File: src/rtl/ram_loader.sv
// ram_loader: packs a byte stream big-endian into 32-bit words and writes them to RAM from BASE.
// Define RAM_LOADER_VERIFY_EN to read back each written word and flag mismatches on err.
module ram_loader #(
   parameter logic [31:0] BASE  = 32'h0000_0000,
   parameter int          WORDS = 128
) (
   input  logic        clk,
   input  logic        rst,
   input  logic        start,
   input  logic [7:0]  len,
   input  logic [7:0]  rx_data,
   input  logic        rx_valid,
   output logic        rx_ready,
   output logic [31:0] ram_a,
   output logic [31:0] d_t_ram,
   output logic        wram,
   input  logic [31:0] d_f_ram,
   output logic        cpu_hold,
   output logic        busy,
   output logic        done,
   output logic        err
);
   typedef enum logic [2:0] {IDLE, RECV, WRITE, VERIFY, DONE} state_t;
   state_t      state;
   logic [7:0]  n;
   logic [7:0]  idx;
   logic [1:0]  cnt;
   logic [23:0] sh;
   logic        last;
   assign last     = idx == n - 8'd1;
   assign rx_ready = state == RECV;
   assign wram     = state == WRITE;
   assign busy     = state != IDLE;
   assign cpu_hold = state != IDLE;
   assign done     = state == DONE;
`ifndef RAM_LOADER_VERIFY_EN
   logic unused_rd;
   assign unused_rd = ^d_f_ram;
`endif
   always_ff @(posedge clk or posedge rst) begin
      if (rst) begin
         state   <= IDLE;
         n       <= '0;
         idx     <= '0;
         cnt     <= '0;
         sh      <= '0;
         ram_a   <= '0;
         d_t_ram <= '0;
         err     <= 1'b0;
      end else begin
         case (state)
            IDLE: if (start) begin
               n     <= (len > 8'(WORDS)) ? 8'(WORDS) : len;
               idx   <= '0;
               cnt   <= '0;
               err   <= 1'b0;
               state <= (len == 8'd0) ? DONE : RECV;
            end
            RECV: if (rx_valid) begin
               cnt <= cnt + 2'd1;
               sh  <= {sh[15:0], rx_data};
               if (cnt == 2'd3) begin
                  d_t_ram <= {sh, rx_data};
                  ram_a   <= BASE + {22'b0, idx, 2'b00};
                  state   <= WRITE;
               end
            end
`ifdef RAM_LOADER_VERIFY_EN
            WRITE: state <= VERIFY;
            VERIFY: begin
               if (d_f_ram != d_t_ram) err <= 1'b1;
               state <= last ? DONE : RECV;
               if (!last) idx <= idx + 8'd1;
            end
`else
            WRITE: begin
               state <= last ? DONE : RECV;
               if (!last) idx <= idx + 8'd1;
            end
`endif
            DONE: state <= IDLE;
            default: state <= IDLE;
         endcase
      end
   end
endmodule

File: config.mk
export PLATFORM = sky130hd
export DESIGN_NAME = ram_loader
export DESIGN_NICKNAME = d
export VERILOG_FILES = /design/src/rtl/ram_loader.sv
export SDC_FILE = /design/constraint.sdc
export NUM_CORES = 1
export LEC_CHECK = 0
export ABC_AREA = 1
export CORE_ASPECT_RATIO = 0.8
export CORE_MARGIN = 4
export CORE_UTILIZATION = 50
export CTS_CLUSTER_DIAMETER = 80
export CTS_CLUSTER_SIZE = 28
export DETAILED_ROUTE_END_ITERATION = 8
export PLACE_DENSITY = 0.85
export REMOVE_ABC_BUFFERS = 1
export SYNTH_ARGS = -nofsm -noshare
export SYNTH_HDL_FRONTEND = slang
export SYNTH_SLANG_ARGS = --single-unit
File: constraint.sdc
create_clock -name clk -period 4.9 [get_ports clk]
set_input_delay 0.735 -clock clk [delete_from_list [all_inputs] [get_ports clk]]
set_output_delay 0.735 -clock clk [all_outputs]
set_load 0.02 [all_outputs]
Word-level counts from Yosys, hierarchy flattened
Index checks and enable logic that the tools add are counted.
{"block": "totals", "output_inout_bits": 70, "reg_bits": 85, "input_bits": 52, "wordCells": 44}
{"block": "op_classes", "n_reduce_logical": 11, "n_addsub": 3, "mux": 13, "order_cmp": 1, "n_eq_ne": 9}
{"op": "2-to-1 mux 8 bit", "n": 3}
{"op": "one-hot mux 8 bit (2 select lines)", "n": 1}
{"op": "2-to-1 mux 3 bit", "n": 5}
{"op": "AND reduction 3 bit", "n": 4}
{"op": "one-hot mux 3 bit (3 select lines)", "n": 1}
{"op": "adder 8 x 1 -> 8 bit, second input constant", "n": 1}
{"op": "== test 8 bit", "n": 1}
{"op": "> comparator 8 bit, second input constant", "n": 1}
{"op": "zero test 8 bit", "n": 1}
{"op": "subtractor 8 x 1 -> 8 bit, second input constant", "n": 1}
{"op": "!= test 2 bit, second input constant", "n": 3}
{"op": "2-to-1 mux 2 bit", "n": 2}
{"op": "one-hot mux 2 bit (2 select lines)", "n": 1}
{"op": "AND reduction 2 bit", "n": 2}
{"op": "nonzero test 2 bit", "n": 2}
{"op": "== test 3 x 1 -> 1 bit, second input constant", "n": 1}
{"op": "== test 3 x 2 -> 1 bit, second input constant", "n": 1}
{"op": "== test 3 bit, second input constant", "n": 1}
{"op": "zero test 3 bit", "n": 1}
{"op": "nonzero test 3 bit", "n": 1}
{"op": "adder 2 x 1 -> 2 bit, second input constant", "n": 1}
{"op": "== test 2 bit, second input constant", "n": 1}
{"op": "!= test 2 x 1 -> 1 bit, second input constant", "n": 1}

Longest topological paths before layout
Gate-level depths: netlist of the first run.
{"block": "depth", "word_depth": 4, "mapped_depth": 14, "mapped_depth_nobuf": 14}

Worst setup path before layout of the first run
Ideal clock, no wire load.
{"block": "synth_path", "path_type": "reg2out", "startpoint": "reg state[1]", "endpoint": "out cpu_hold", "t_required_ns": 4.165, "n_path_buf": 1, "stages_incl_launch_ff": 4, "slack_ns": 3.039, "t_arrival_ns": 1.126, "path_cell_list": "dfrtp_1 nor3_1 inv_1 buf_4"}
{"block": "synth_via", "elab_chain_len": 1}
{"element": "from (decl)", "line": "24", "source": "state_t state;"}
{"element": "from (signal assigned)", "line": "57", "source": "state <= (len == 8'd0) ? DONE : RECV;"}
{"element": "from (signal assigned)", "line": "77", "source": "state <= last ? DONE : RECV;"}
{"element": "nonzero test 3 bit"}
{"element": "to (decl)", "line": "18", "source": "output logic cpu_hold,"}
No other way between the ends.

Worst setup path after layout of the first run
{"block": "layout_path", "startpoint": "in rx_valid", "endpoint": "reg d_t_ram[8]"}
{"block": "layout_via", "elab_chain_len": 1}
{"element": "from (decl)", "line": "12", "source": "input logic rx_valid,"}
{"element": "AND reduction 3 bit (no line)"}
{"element": "to (signal assigned)", "line": "63", "source": "d_t_ram <= {sh, rx_data};"}
{"element": "to (decl)", "line": "15", "source": "output logic [31:0] d_t_ram,"}
No other way between the ends.
A chain may end at the register's enable or synchronous reset.

==> results.md, run 1 <==
- Largest net degree at the start of global routing: 67
- WHS: between 400 and 500 ps
- Final WL: slightly above 8 mm
- Max-slew headroom: 0.274
- Hold Path Sink: ram_a[9]$_DFFE_PP0P_
- Syn Inst Count: ~480
- Post-synth cell types: 27
- Number of setup buffers added after CTS: 0
- Final period util: 0.566
- 1st-iter DRT viols: between 100 and 150
- Crit path required time: 5100 ps
- Maximum VDD drop: approximately 0.00034 V
- Core box area: roughly 0.0076 mm2
- Post-cts sizing count: 0
- CTS buffer count: 9
- Layout net count: 592
- Worst slew pin tran: 1090 ps
- Status: completed
- Layout cells sized above 1: 0.0554
- Max Fclk: roughly 0.36 GHz
- CTS sink count: 85
- Drt drc: 0
- Dpl hpwl: 5.89 mm
- Clock Root Buffer: clkbuf_8
- DR vias: 3131
- Hold Vio Cnt, Final: 0
- Antenna-violating nets left: 0
- Drt wl/cell: roughly 13 um
- Grt met3 use: 0.0435
- Total GRT Usage: 0.183
- Clk Latency, worst-skew pair: 350 ps
- Vias per std cell: about 4.8
- RePlAce Congestion: 0.934
- Port Buf Inserts: 64
- First-pass GRT wire length: approximately 14 mm
- Reg2reg setup slack: about 2300 ps
- Commonest non-fill, non-tap cell in the layout: nand2_1
- Die width: 108 um
- Avg Cell Area, Syn: 8.39 um2
- Layout area overhead: 20.2%
- Fin. max-slew vios: 0
- Clock Path Buffers: 2
- Setup violations, final: 0
- RSZ-0062 raised after global routing: false
- Leak: approximately 2.4 nW
- I/O pin count: ~120
- Reg2reg path depth: 8
- DIE AREA: 0.00951 mm2
- CTS clock-pin slew for the worst setup and hold paths: around 80 ps
- Die Y: between 80 and 90 um
- Detailed Routing Iterations Pass 1: 5
- Min-delay src: ram_a[9]$_DFFE_PP0P_
- Ant diodes: 0
- Cell Area, Synth: between 0.004 and 0.005 mm2
- Pwr/cell area: 633 mW/mm2
- Pre-CTS WS: approximately 1700 ps
- H-tree depth: 3
- Clock skew: 11.2 ps
- Met1 usage: 0.239
- Starting Density: 0.526
- Crit path launch type: primary input
- CP Max Fanout: between 60 and 70
- FF+latch count, synth: 85
- Final setup TNS: 0 ps
- Synth warn: 0
- Worst r2r src: state[1]$_DFFE_PP0P_
- Fin util: 0.633
- Number of global-route vias before repair: ~3100
- CP arrival: between 2000 and 3000 ps
- Min Clock Period, post-route: about 2800 ps
- Grt ovf: 0
- Met2 global-route usage: 0.302
- Most frequent cells in the layout: nand2_1, dfrtp_1, clkdlybuf4s50_1
- Final worst slack: between 2000 and 2500 ps
- Antenna violations before repair: 0
- Most Crowded Layer GR: met2
- FF-to-FF End: d_t_ram[8]$_DFFE_PP0P_
- Sequential area share after synthesis: 0.531
- Tot Pwr: slightly above 0.003 W
- Hold bufs inserted after CTS: 0
- Maxcap violations: 0
- Kind of critical path: primary input to flop
- Hold Crit Depth: 2
- CTS tree: yes
- Row count: 28
- Worst min-delay path category: flop to flop
- Crit end category: flop
## synth_stat cells
library cell	number	area [um2]
a21oi_1	5	25.0
buf_1	2	7.51
buf_2	1	5.00
buf_4	26	195
buf_6	5	56.3
clkbuf_1	5	18.8
clkbuf_2	1	5.00
clkinv_1	1	3.75
conb_1	1	3.75
dfrtp_1	85	2130
ha_1	3	37.5
inv_1	53	199
inv_2	2	7.51
inv_4	1	6.26
nand2_1	164	616
nand3_1	19	95.1
nand4_1	6	37.5
nor2_1	19	71.3
nor2_8	2	40.0
nor3_1	3	15.0
nor3_4	1	16.3
nor4_1	1	6.26
o21ai_0	43	215
o21ai_1	14	70.1
o21ai_2	6	52.6
xnor2_1	1	8.76
xor2_1	7	61.3
## how the worst max path moves through the flow
| stage | end | slack, ps | cells after the start | start |
|---|---|---|---|---|
| finish | d_t_ram[8]$_DFFE_PP0P_ | 2130 | 8 | rx_valid |
| global route | ram_a[5]$_DFFE_PP0P_ | 1890 | 8 | rx_valid |
| CTS | d_t_ram[8]$_DFFE_PP0P_ | 2150 | 8 | rx_valid |
| detailed placement | d_t_ram[22]$_DFFE_PP0P_ | 1740 | 7 | rx_valid |
| global placement | d_t_ram[13]$_DFFE_PP0P_ | 1760 | 8 | rx_valid |
| floorplan | cnt[0]$_DFFE_PP0P_ | 1970 | 1 | rst |
## worst max-delay path: stages
cell and delay, ps:
clkdlybuf4s50_1 480, inv_1 100, nor2_8 430, inv_4 140
nor2_8 290, inv_2 470, nand2_1 230, o21ai_2 70
## registers in the layout, indices dropped and copies added, names as in the netlist
signal   cells
d_t_ram     32
sh          24
idx          8
n            8
ram_a        8
state        3
cnt          2
## power breakdown
part / internal [W] / total [W] / switching (W)
clock network: 0.000294 / 0.000555 / 0.000261
logic: 0.000530 / 0.00134 / 0.000810
registers: 0.000988 / 0.00115 / 0.000165
total: 0.00181 / 0.00305 / 0.00124
## kinds of logic after synthesis
family	Yosys count	synth area share
simple gates	215	0.224
buf+inv	97	0.126
flops	85	0.531
compound gates	68	0.0907
xor+xnor	8	0.0175
fa+ha+maj	3	0.00938
other cells	1	0.000937
## routing by layer
metal  part of all wire  wire, um
met5                  0         0
met4              0.011        93
met3              0.061       502
met2               0.49      3980
met1               0.44      3590
## stage by stage
step	std cells	instance area [um2]
after detailed placement	631	4590
after floorplan	461	3800
after global routing	647	4810
final	647	4810
after global placement	631	4590
after CTS	647	4810
## area by class of cell
class / count / area, um2
multi-input cells: 319 / 1460
inverters: 57 / 218
repair buffers: 65 / 648
clock inverters: 7 / 103
flip-flops and latches: 85 / 2130
well taps: 105 / 131
fillers: 656 / 2790
clock buffers: 9 / 124
Power figures use the tool's default switching activity.
==> inputs of run 2 (changes only) <==
Settings changed: CORE_UTILIZATION 50 to 42, PLACE_DENSITY 0.85 to 0.76.
Clock period 4.9 ns to 2.3 ns, I/O delays scaled along.
==> run 2 against run 1 <==
Compared with the run above: design area increased by 3.1%; sequential power increased by 110%; count of clock-buffer cells in the layout unchanged; power increased by 120%; worst hold slack got worse by 77 ps; utilization decreased by 9.1 points; first-iteration DRC count increased by 31%; critical path depth decreased by 4; register-to-register slack got worse by 2000 ps; clock power increased to 2.5 times the previous value; highest routed layer unchanged.
==> results.md, run 2 (synthesis gave the netlist of run 1 again) <==
- Sequential Area: roughly 0.0021 mm2
- CTS tree: yes
- CTS clock-pin slew for the worst setup and hold paths: roughly 70 ps
- Core box area: about 0.009 mm2
- Most frequent cells in the layout: nand2_1, dfrtp_1, clkdlybuf4s50_1
- I/O pin count: ~120
- Total GRT Usage: 0.160
- Vias per std cell: roughly 4.6
- RSZ-0062 raised after global routing: false
- Final WL: 8.39 mm
- Setup violations, final: 0
- Fillcell total: 897
- First-pass GRT wire length: between 10 and 15 mm
- H-tree depth: 3
- Grt ovf: 0
- CTS buffer count: 9
- DR vias: around 3000
- Max Fclk: 0.455 GHz
- Ant diodes: 0
- 1st-iter DRT viols: around 190
- Status: completed
- Clock skew: about 6.6 ps
- Antenna-violating nets left: 0
- Dpl hpwl: just under 6 mm
- Clk Latency, worst-skew pair: approximately 340 ps
- WHS: around 400 ps
- Kind of critical path: flop to output pin
- Largest net degree at the start of global routing: between 80 and 90
- Layout net count: between 500 and 600
- Largest registers: d_t_ram: 32 flops, sh: 24 flops
- Crit end category: output pin
- Die Y: between 90 and 100 um
- Crit path required time: 1960 ps
- RePlAce Congestion: between 0.8 and 0.9
- Critical Path Source: state[2]$_DFFE_PP0P_
- Largest register FFs: 32
- Leak: around 2.5 nW
- Detailed Routing Iterations Pass 1: 5
- Min Clock Period, post-route: 2200 ps
- Maximum VDD drop: 0.000632 V
- Pwr/cell area: roughly 1400 mW/mm2
- CP arrival: 1850 ps
- Clock Path Buffers: 2
- Maxcap violations: 0
- Starting Density: 0.437
- Die width: between 100 and 150 um
- CP Max Fanout: 8
- Number of global-route vias before repair: just under 3000
- Worst r2r src: n[0]$_DFFE_PP0P_
- Hold Vio Cnt, Final: 0
- Row count: 31
- Multi-input gate area: around 0.0015 mm2
- Antenna violations before repair: 0
- CTS sink count: 85
- Drt wl/cell: 12.7 um
- Final period util: 0.955
- Commonest non-fill, non-tap cell in the layout: nand2_1
- Layout area overhead: 24.0%
- Clock Root Buffer: clkbuf_16
- Port Buf Inserts: between 60 and 70
- Layout cells sized above 1: 0.0675
- Fin. max-slew vios: 0
- Worst min-delay path category: primary input to async pin
- DIE AREA: roughly 0.011 mm2
- Fin util: 0.542
- Crit path launch type: flop
- Top reg by flops: d_t_ram
- Drt drc: 0
[run 2: cell types whose count changed in the layout (fill, tap and decap cells not counted), moves of 2 or more]
cell,change
buf_4,+4
bufinv_16,-2
inv_8,+2
clkbuf_16,+9
buf_12,+2
clkbuf_8,-9
[run 2: metrics by stage]
stage	cells	setup TNS, ps	cell area [um2]	setup WS (ps)	power, W
after floorplan	461	-20270	3800	-238	0.00421
after CTS	663	0	4960	78.3	0.00683
final	663	0	4960	103	0.00676
after detailed placement	647	0	4670	272	0.00538
after global routing	663	0	4960	28.6	0.00729
after global placement	647	0	4670	306	0.00528
[run 2: report_power, final]
part | switching [W] | leakage [nW] | internal [W] | total [W]
clock network | 0.000653 | 0.141 | 0.000761 | 0.00141
logic | 0.00173 | 1.23 | 0.00116 | 0.00289
registers | 0.000349 | 1.09 | 0.00211 | 0.00246
total | 0.00273 | 2.46 | 0.00403 | 0.00676
[run 2: what timing repair did]
item | in CTS | in global routing
setup buffers | 0 | 0
resized for setup | 0 | 1
endpoints found under the setup margin | 0 | 2
hold buffers | 0 | 0
[run 2: metal layers]
layer	vias to the layer above	GRT usage	wire length, um
li1	1574	-	-
met1	1411	0.221	4120
met2	66	0.248	3890
met3	8	0.0279	264
met4	0	0.0678	110
met5	-	0	0
[run 2: cell type report]
type,instances,share of cell area
Clock buffer,9,0.0454
Clock inverter,7,0.0131
Inverter,57,0.0439
Multi-Input combinational cell,319,0.295
Sequential cell,85,0.429
Tap cell,115,0.0290
Timing Repair Buffer,71,0.145
[run 2: critical path, stage by stage (launching register included)]
cell             delay [ps]
dfrtp_1                 420
inv_1                    70
nand3_1                 120
clkinv_1                270
clkdlybuf4s50_1         630
[run 2: path summary, 6_finish.rpt]
check                                     endpoint  depth (start not counted)  slack (ps)
min in group clk            d_t_ram[7]$_DFFE_PP0P_                          2         470
hold reg to reg             d_t_ram[7]$_DFFE_PP0P_                          2         470
max in group asynchronous   d_t_ram[3]$_DFFE_PP0P_                          3        1500
hold / removal             d_t_ram[16]$_DFFE_PP0P_                          3         400
setup reg to reg              state[0]$_DFFE_PP0P_                         13         280
setup / recovery                              wram                          4         100
